`src/rtl/cache_ctrl_pkg.sv`:
```
// Shared types and default widths for the cache controller slice.
package cache_ctrl_pkg;

  localparam int unsigned TAG_LEN_DEF   = 8;
  localparam int unsigned IDX_LEN_DEF   = 6;
  localparam int unsigned DATA_LEN_DEF  = 32;
  localparam int unsigned CNT_WIDTH_DEF = 32;

  typedef enum logic [2:0] {
    IDLE,
    LOOKUP,
    CHECK,
    WRITE,
    MEMREQ,
    MEMWAIT,
    FILL,
    RESP
  } state_e;

endpackage

```
`src/rtl/cache_ctrl_stats.sv`:
```
// Saturating hit/miss/write event counters for cache_ctrl (used under CACHE_CTRL_STATS_EN).
module cache_ctrl_stats
  import cache_ctrl_pkg::*;
#(
  parameter int unsigned CNTWIDTH = CNT_WIDTH_DEF
) (
  input  logic                clk,
  input  logic                reset,
  input  logic                inc_hit,
  input  logic                inc_miss,
  input  logic                inc_write,
  output logic [CNTWIDTH-1:0] hits,
  output logic [CNTWIDTH-1:0] misses,
  output logic [CNTWIDTH-1:0] writes
);

  localparam logic [CNTWIDTH-1:0] CNT_MAX = '1;

  // Each counter sticks at all-ones instead of wrapping.
  always_ff @(posedge clk) begin
    if (!reset) begin
      hits   <= '0;
      misses <= '0;
      writes <= '0;
    end else begin
      if (inc_hit && hits != CNT_MAX)     hits   <= hits + CNTWIDTH'(1);
      if (inc_miss && misses != CNT_MAX)  misses <= misses + CNTWIDTH'(1);
      if (inc_write && writes != CNT_MAX) writes <= writes + CNTWIDTH'(1);
    end
  end

endmodule

```
`src/rtl/cache_ctrl.sv`:
```
// Write-through, no-write-allocate CPU-side controller for the set-associative Cache.
// Define CACHE_CTRL_STATS_EN to add saturating stat_hits/stat_misses/stat_writes outputs.
module cache_ctrl
  import cache_ctrl_pkg::*;
#(
  parameter int unsigned TAGLENGTH   = TAG_LEN_DEF,
  parameter int unsigned INDEXLENGTH = IDX_LEN_DEF,
  parameter int unsigned DATALENGTH  = DATA_LEN_DEF,
  parameter int unsigned CNTWIDTH    = CNT_WIDTH_DEF
) (
  input  logic                             clk,
  input  logic                             reset,
  input  logic                             cpu_req_valid,
  output logic                             cpu_req_ready,
  input  logic                             cpu_we,
  input  logic [TAGLENGTH+INDEXLENGTH-1:0] cpu_addr,
  input  logic [DATALENGTH-1:0]            cpu_wdata,
  output logic                             cpu_rsp_valid,
  output logic [DATALENGTH-1:0]            cpu_rdata,
  output logic [TAGLENGTH-1:0]             c_tag,
  output logic [INDEXLENGTH-1:0]           c_index,
  output logic                             c_re,
  output logic                             c_we,
  output logic                             c_loade,
  output logic [DATALENGTH-1:0]            c_datain,
  input  logic                             c_hit,
  input  logic [DATALENGTH-1:0]            c_dataout,
  output logic                             mem_req_valid,
  input  logic                             mem_req_ready,
  output logic                             mem_we,
  output logic [TAGLENGTH+INDEXLENGTH-1:0] mem_addr,
  output logic [DATALENGTH-1:0]            mem_wdata,
  input  logic                             mem_rsp_valid,
  input  logic [DATALENGTH-1:0]            mem_rdata
`ifdef CACHE_CTRL_STATS_EN
  ,
  output logic [CNTWIDTH-1:0]              stat_hits,
  output logic [CNTWIDTH-1:0]              stat_misses,
  output logic [CNTWIDTH-1:0]              stat_writes
`endif
);

  localparam int unsigned ADDR_W = TAGLENGTH + INDEXLENGTH;

  state_e                 state;
  logic [ADDR_W-1:0]      addr_q;
  logic                   we_q;
  logic [DATALENGTH-1:0]  wdata_q;
  logic [DATALENGTH-1:0]  rdata_q;

  // Cache and memory addressing come only from the latched request.
  assign c_tag     = addr_q[ADDR_W-1:INDEXLENGTH];
  assign c_index   = addr_q[INDEXLENGTH-1:0];
  assign mem_addr  = addr_q;
  assign mem_wdata = wdata_q;

  // Strobes are registered alongside the state they belong to, so each is high
  // exactly while the state register holds the matching state.
  always_ff @(posedge clk) begin
    if (!reset) begin
      state         <= IDLE;
      cpu_req_ready <= 1'b1;
      cpu_rsp_valid <= 1'b0;
      cpu_rdata     <= '0;
      c_re          <= 1'b0;
      c_we          <= 1'b0;
      c_loade       <= 1'b0;
      c_datain      <= '0;
      mem_req_valid <= 1'b0;
      mem_we        <= 1'b0;
      addr_q        <= '0;
      we_q          <= 1'b0;
      wdata_q       <= '0;
      rdata_q       <= '0;
    end else begin
      cpu_req_ready <= 1'b0;
      cpu_rsp_valid <= 1'b0;
      c_re          <= 1'b0;
      c_we          <= 1'b0;
      c_loade       <= 1'b0;
      mem_req_valid <= 1'b0;
      mem_we        <= 1'b0;
      unique case (state)
        IDLE: begin
          if (cpu_req_valid && cpu_req_ready) begin
            addr_q  <= cpu_addr;
            we_q    <= cpu_we;
            wdata_q <= cpu_wdata;
            if (cpu_we) begin
              state    <= WRITE;
              c_we     <= 1'b1;
              c_datain <= cpu_wdata;
            end else begin
              state <= LOOKUP;
              c_re  <= 1'b1;
            end
          end else begin
            cpu_req_ready <= 1'b1;
          end
        end
        LOOKUP: state <= CHECK;
        CHECK: begin
          // c_hit/c_dataout were registered by the Cache on the LOOKUP edge.
          if (c_hit) begin
            rdata_q       <= c_dataout;
            cpu_rdata     <= c_dataout;
            cpu_rsp_valid <= 1'b1;
            state         <= RESP;
          end else begin
            mem_req_valid <= 1'b1;
            mem_we        <= we_q;
            state         <= MEMREQ;
          end
        end
        WRITE: begin
          mem_req_valid <= 1'b1;
          mem_we        <= we_q;
          state         <= MEMREQ;
        end
        MEMREQ: begin
          if (mem_req_ready) begin
            state <= MEMWAIT;
          end else begin
            mem_req_valid <= 1'b1;
            mem_we        <= we_q;
          end
        end
        MEMWAIT: begin
          if (mem_rsp_valid) begin
            if (we_q) begin
              cpu_rdata     <= '0;
              cpu_rsp_valid <= 1'b1;
              state         <= RESP;
            end else begin
              rdata_q  <= mem_rdata;
              c_datain <= mem_rdata;
              c_loade  <= 1'b1;
              state    <= FILL;
            end
          end
        end
        FILL: begin
          cpu_rdata     <= rdata_q;
          cpu_rsp_valid <= 1'b1;
          state         <= RESP;
        end
        RESP: begin
          cpu_req_ready <= 1'b1;
          state         <= IDLE;
        end
      endcase
    end
  end

`ifdef CACHE_CTRL_STATS_EN
  cache_ctrl_stats #(
    .CNTWIDTH(CNTWIDTH)
  ) u_stats (
    .clk      (clk),
    .reset    (reset),
    .inc_hit  (state == CHECK && c_hit),
    .inc_miss (state == CHECK && !c_hit),
    .inc_write(state == WRITE),
    .hits     (stat_hits),
    .misses   (stat_misses),
    .writes   (stat_writes)
  );
`else
  logic unused_cnt_cfg;
  assign unused_cnt_cfg = (CNTWIDTH != 0);
`endif

endmodule
```
`config.mk`:
```
export PLATFORM = sky130hd
export DESIGN_NAME = cache_ctrl
export DESIGN_NICKNAME = d
export VERILOG_FILES = /design/src/rtl/cache_ctrl_pkg.sv /design/src/rtl/cache_ctrl_stats.sv /design/src/rtl/cache_ctrl.sv
export SDC_FILE = /design/constraint.sdc
export NUM_CORES = 1
export LEC_CHECK = 0
export ABC_AREA = 1
export CORE_MARGIN = 2
export CORE_UTILIZATION = 49
export CTS_BUF_LIST = sky130_fd_sc_hd__clkbuf_16
export DETAILED_ROUTE_END_ITERATION = 8
export PLACE_DENSITY_LB_ADDON = 0.3
export SETUP_SLACK_MARGIN = 0.05
export SLEW_MARGIN = 20
export SYNTH_ARGS = -nofsm -noshare
export SYNTH_HDL_FRONTEND = slang
export SYNTH_SLANG_ARGS = --single-unit
export TNS_END_PERCENT = 20
```
`constraint.sdc`:
```
create_clock -name clk -period 2.5 [get_ports clk]
set_clock_uncertainty 0.15 [all_clocks]
set_input_delay 0.75 -clock clk [delete_from_list [all_inputs] [get_ports clk]]
set_output_delay 0.75 -clock clk [all_outputs]
set_load 0.01 [all_outputs]
```
==> results of run 1 <==
-- metrics by stage --
stage	setup WS, ns	cells	instance area (um2)	util (%)
finish	0.243	1578	10300	71.2
global route	0.194	1578	10300	71.2
CTS	0.229	1578	10300	71.2
detailed placement	0.0785	1549	9770	67.5
global placement	0.118	1549	9770	67.5
floorplan	0.711	1178	7240	-
-- worst max-delay path by stage --
| stage | from | to | slack, ns | depth (start not counted) |
|---|---|---|---|---|
| 6_report | mem_addr[9] | mem_addr[9] | 0.24 | 1 |
| 5_1_grt | mem_addr[0] | mem_addr[0] | 0.19 | 1 |
| 4_1_cts | mem_addr[9] | mem_addr[9] | 0.23 | 1 |
| 3_5_place_dp | cpu_req_valid | c_datain[27] | 0.08 | 10 |
| 3_3_place_gp | mem_rsp_valid | cpu_rdata[6] | 0.12 | 7 |
| 2_1_floorplan | reset | cpu_req_ready | 0.71 | 5 |
-- layout make-up --
cell class | instances | area share (%)
multi-input cells | 836 | 32.5
flip-flops and latches | 153 | 29.7
repair buffers | 269 | 26.4
clock buffers | 17 | 4.13
inverters | 107 | 3.90
well taps | 184 | 2.23
clock inverters | 12 | 1.09
-- Yosys cell counts, drive strengths merged --
cell	count
a21oi	47
buf	64
clkbuf	18
dfxtp	153
inv	107
nand2	493
nand3	75
nand3b	1
nor2	212
nor4	1
o21ai	5
o22ai	1
o31ai	1
-- layer usage --
layer	vias up	track usage, %
met3	55	8.64
met4	0	12.5
met1	3570	33.3
li1	3922	-
met5	-	0
met2	322	48.1
-- registers in the layout (all words and copies together), names as in the netlist --
| signal | cells |
|---|---|
| mem_we | 1 |
| rdata_q | 32 |
| c_datain | 32 |
| cpu_req_ready | 1 |
| c_we | 1 |
| mem_addr | 14 |
| c_loade | 1 |
| cpu_rdata | 32 |
| state | 3 |
| c_re | 1 |
| mem_wdata | 32 |
| cpu_rsp_valid | 1 |
| mem_req_valid | 1 |
| we_q | 1 |
-- cells by family after synthesis --
logic type      Yosys count  share of synthesized area (%)
buf+inv                 189                           11.5
simple gates            782                           42.3
compound gates           54                           3.84
flops                   153                           42.3
-- power breakdown --
part           leakage [nW]  internal, mW  switching [mW]
combinational          3.46          2.07            2.51
sequential             1.25          3.20           0.428
clock                 0.262          1.43           0.980
==> results list, run 1 <==
* Data arrival time of the critical path: ~1.4 ns
* ANT nets after route: 0
- Die width: roughly 130 um
- The worst path needs 2.26 ns of the cycle, external delays included.
- Sequential elements use a little over two fifths of the synthesized area.
- After detailed routing, no signal wire sits above met4.
- Worst min path class: reg2reg
- Hold endpoint: mem_wdata[1]
- Number of warnings printed during yosys synthesis: 0
- The core region is roughly 0.014 mm2.
- Chip height: between 100 and 150 um
- Starting utilization of the core area: approximately 50%
- For this run, the slowest stage of the critical path takes approximately 0.57 ns.
* Fraction of final layout cells with drive strength greater than 1: roughly 4.3%
- The initial antenna violation count came to 0.
* Worst hold path stage count: 2
- HP Start: mem_wdata[1]
- Average size of a mapped cell: 6.14 um2
* Critical Path End Type: output port
* Launch instance of the worst register-to-register path: state[2]
- Antenna Cells: 0
* Row cnt: 44
- After detailed routing, the number of vias per cell comes to approximately 5.
- Counting cells, the worst reg-to-reg path comes to 8.
- CTS Buffer Depth: 2
- Maximum number of pins on one net before global-route repair: 56
- Internal reg-to-reg setup slack: ~0.42 ns
* Vias in the first global route: around 7500
- Post-CTS timing repair inserted 0 buffers for setup.
- Setup repair after global routing left no endpoint under its margin.
- The first global-routing pass estimated approximately 36000 um of wire.
- The clock net in this run drives a total of 153 sinks.
- The first routing iteration left 660 violations.
- The biggest area contributor in the post-synthesis netlist is dfxtp_1.
- During I/O placement, the number of pins put on the boundary was approximately 250.
- RD Place Congestion: 0.896
* Cell area power density: just over 1000 mW/mm2
* Area of the multi-input gates: approximately 0.0033 mm2
- Together, buffers and inverters on the worst path number 1.
- Synth Register Bits: approximately 150
- The library cell used most frequently in the layout, excluding fill and tap cells, is nand2_1.
- Wire segments on met3 add up to ~1900 um in the final route.
- Most used cells in the layout excluding fill and tap cells: 492 x nand2_1, 246 x clkdlybuf4s50_1, 208 x nor2_1
- Maximum fanout along the worst path: 3
* Worst slew pin tran: 0.619 ns
* Synth top area cells: dfxtp_1 42%, nand2_1 26%, nor2_1 11%, inv_1 5.4%, nand3_1 5.0%
* CP cell instances: clkdlybuf4s50_1
* Total negative setup slack: 0 ns
- By startpoint and endpoint, the worst setup path is classified as reg2out.
- Total Routing Usage GR: 28.4%
- The mapped netlist covers between 0.007 and 0.008 mm2.
* Growth of design area from synthesis to finish: 42.4%
* Die ar.: between 0.015 and 0.02 mm2
- Clock latency on the worst-skew pair, taken at its later pin, is between 0.4 and 0.5 ns.
* DRT Wirelength: 22500 um
* Routed metal-1 wire length: around 9000 um
- Clock Root Buffer: clkbuf_16
* Reported leakage power: 4.97 nW
- DR vias: just under 8000
- The H-tree was split into 4 levels.
- First-pass iteration count of the detailed router: 6
- TritonCTS built the clock tree.
- The final critical path takes up 90.3% of the cycle.
- In the routed design, unresolved DRC markers number 0.
* Number of instances in the synthesized netlist: around 1200
- Layout net count: between 1500 and 2000
* Sequential cell area: a little over 0.003 mm2
- Headroom to the max-slew limit came out at 58.8%.
- The slowest stage of the critical path is the clkdlybuf4s50_1 cell.
* Met2 routed WL: about 11000 um
* Clock transition time at the flip-flop clock pins of the worst setup and hold paths: about 0.060 ns
- The flow ran to the end, and the final reports show no timing, DRC or antenna violations.
* Peak supply drop: ~630 uV
- Final hold slack: between 0.3 and 0.4 ns
- The tool flagged a number of max-cap violations equal to 0.
- Half-perimeter wire length after detailed placement: 15600 um
- Post-cts gate resize count: 0
* CP Data Required Time: approximately 1.6 ns
* Count of unique library cells instantiated by Yosys: 22
- Top-area cell type share of the netlist area: 42.3%
* Net count of the mapped netlist: about 1300
- The number of failing hold endpoints at the final stage came to 0.
- STA classifies the critical path startpoint as a register.
- Final number of setup-violating endpoints: 0
- The number of slew-limit violations in the final report was 0.
* Port Buf Inserts: around 250
- Overall power consumption after layout is estimated at 10.6 mW.
- The layout has about 1300 filler cells.
- Buffers inserted during clock tree synthesis total 17.
* Hold buffer count at CTS: 0
- Largest delay share family, worst path: buffers and inverters
- In this run the critical register-to-register path is captured at cpu_rdata[6].
- Average routed wire per standard cell: roughly 14 um
* Grt ovf: 0
- Derived from the worst setup path, the maximum achievable clock frequency is approximately 0.44 GHz.
Note: power is estimated with default switching activity, not from simulation.
==> run 2: changes to the inputs <==
--- a/config.mk
+++ b/config.mk
@@ -10,6 +10,8 @@
 export CORE_UTILIZATION = 49
 export CTS_BUF_LIST = sky130_fd_sc_hd__clkbuf_16
 export DETAILED_ROUTE_END_ITERATION = 8
+export GPL_ROUTABILITY_DRIVEN = 0
+export MAX_ROUTING_LAYER = met4
 export PLACE_DENSITY_LB_ADDON = 0.3
 export SETUP_SLACK_MARGIN = 0.05
 export SLEW_MARGIN = 20
==> results list, run 2 (synthesized netlist as in run 1, its figures left out) <==
* Result of the run: completed
- CTS placed an instance of clkbuf_16 at the clock tree root.
* Cell area power density: between 1000 and 1500 mW/mm2
- Final number of setup-violating endpoints: 0
- Die width: approximately 130 um
- Hold buffer count at CTS: 0
* ANT nets after route: 0
- Most used cells in the layout excluding fill and tap cells: 492 x nand2_1, 246 x clkdlybuf4s50_1, 208 x nor2_1
- The worst path uses between 90% and 100% of the clock period.
* TritonCTS clock tree: done
- IR analysis of the VDD net gives a maximum drop of between 600 and 700 uV.
- Grouping stages by cell kind, the critical path spends the most delay in buffers and inverters.
- Headroom to the max-slew limit came out at 59.5%.
* Final design area excluding fillers: between 0.01 and 0.015 mm2
- Crit path buf inv count: 1
- Average routed wire per standard cell: approximately 14 um
- Final max-slew violation count: 0
* Total Routing Usage GR: roughly 29%
- At the end of the flow, the number of nets in the layout was 1501.
* Data arrival time of the critical path: 1.35 ns
- The first TritonRoute pass finished after 5 iterations.
- Minimum clock period: approximately 2.3 ns
- CTS Buffer Depth: 2
* Post-cts gate resize count: 0
- Wire length of the first global-routing pass: around 36000 um
- The H-tree was split into 4 levels.
* Boundary Pins: 248
* Worst min path class: reg2reg
- Detailed routing inserted a total of ~7900 vias.
* Starting utilization of the core area: about 50%
- Worst slew pin tran: 0.608 ns
- The clock net in this run drives a total of between 150 and 200 sinks.
- Sequential cells burn roughly a third of the power.
- Maximum fanout along the worst path: 3
* DRT Wirelength: roughly 22000 um
- The library cell used most frequently in the layout, excluding fill and tap cells, is nand2_1.
- Reported max-cap violation count: 0
- Largest stage delay on the critical path: 0.57 ns
* Final routed DRC violation total: 0
- The clock network burns a little under a quarter of the power.
- Summed over all layers, the global routing overflow is 0.
* CP Data Required Time: 1.60 ns
- Maximum number of pins on one net before global-route repair: 56
* Cell type of the slowest stage on the worst timing path: clkdlybuf4s50_1
- From bottom edge to top edge, the die measures 126 um.
* Setup repair after global routing missed its margin: no
- Critical Path End Type: output port
- Row cnt: 44
- Antenna violations before repair: 0
- Total negative setup slack: 0 ns
* Fraction of power spent switching nets: 36.8%
- Setup slack after placement: around 0.08 ns
- In this run the cell area measured after placement is 0.00977 mm2.
- Static timing analysis puts the maximum clock frequency at ~0.44 GHz.
* Vias in the first global route: 7506
- In this run, CTS created clock tree buffers numbering 17.
- Buffers placed on the I/O ports in this run total roughly 250.
* Clock transition time at the flip-flop clock pins of the worst setup and hold paths: ~0.06 ns
- STA classifies the critical path startpoint as a register.
* Fraction of final layout cells with drive strength greater than 1: under 10%
- Reported leakage power: about 5.0 nW
- Fill count: about 1300
* Gate power share: a little over two fifths
- Number of hold violations in the final report: 0
* Antenna Cells: 0
- In this run the power spent charging and discharging nets is 3.90 mW.
- The critical path is of the reg2out type.
* Drt initial violations: approximately 710
- At the later pin of the worst-skew pair, clock insertion delay measures approximately 0.42 ns.
* Power, Total: approximately 11 mW
- Setup slack closes at 0.248 ns.
- The HPWL after detailed placement is 15600 um.
- After clock tree synthesis, the setup repair step added 0 buffers.
- The signal on the critical path passes through clkdlybuf4s50_1.
- Vias/cell: between 4 and 5
- Growth of design area from synthesis to finish: 42.4%
- The region available for standard cell placement spans around 0.014 mm2.
* Die ar.: 0.0158 mm2
* Cell internal pwr: roughly 6.7 mW
## run 2: cell counts in the layout (fill, tap and decap cells not counted)
No cell type changed its count.
## run 2: metal layers
layer | global-route usage [%] | share of wire [%] | wire length (um)
met3 | 8.17 | 8.8 | 1980
met5 | - | 0 | 0
met2 | 48.0 | 48 | 10800
met4 | 12.5 | 3.3 | 736
met1 | 34.0 | 40 | 8920
## run 2: through the flow
| step | instances | util [%] | hold WS (ns) |
|---|---|---|---|
| after detailed placement | 1549 | 67.5 | 0.304 |
| after floorplan | 1178 | - | 0.305 |
| final | 1578 | 71.2 | 0.314 |
| after global routing | 1578 | 71.2 | 0.331 |
| after CTS | 1578 | 71.2 | 0.313 |
| after global placement | 1549 | 67.5 | 0.301 |
## run 2: power groups by stage
| stage | clock [mW] | combinational (mW) | sequential [mW] |
|---|---|---|---|
| after floorplan | 0 | 2.49 | 3.83 |
| after global placement | 0 | 4.44 | 3.65 |
| after detailed placement | 0 | 4.55 | 3.67 |
| after CTS | 2.44 | 4.58 | 3.63 |
| after global routing | 2.56 | 5.09 | 3.73 |
| final | 2.40 | 4.57 | 3.63 |
## run 2: path summary, 6_finish.rpt
kind | cells after the start | start | slack, ns | endpoint
worst min register to register | 2 | mem_wdata[19] | 0.31 | mem_wdata[19]
worst min-delay path | 2 | mem_wdata[19] | 0.31 | mem_wdata[19]
worst max register to register | 8 | state[2] | 0.42 | cpu_rdata[6]
worst max-delay path | 1 | mem_addr[4] | 0.25 | c_index[4]
## run 2: layout make-up
type / count / area (um2) / area share [%]
Clock inverter: 12 / 113 / 1.09
Clock buffer: 17 / 425 / 4.13
Multi-Input combinational cell: 836 / 3350 / 32.5
Sequential cell: 153 / 3060 / 29.7
Timing Repair Buffer: 269 / 2720 / 26.4
Tap cell: 184 / 230 / 2.23
Inverter: 107 / 402 / 3.90
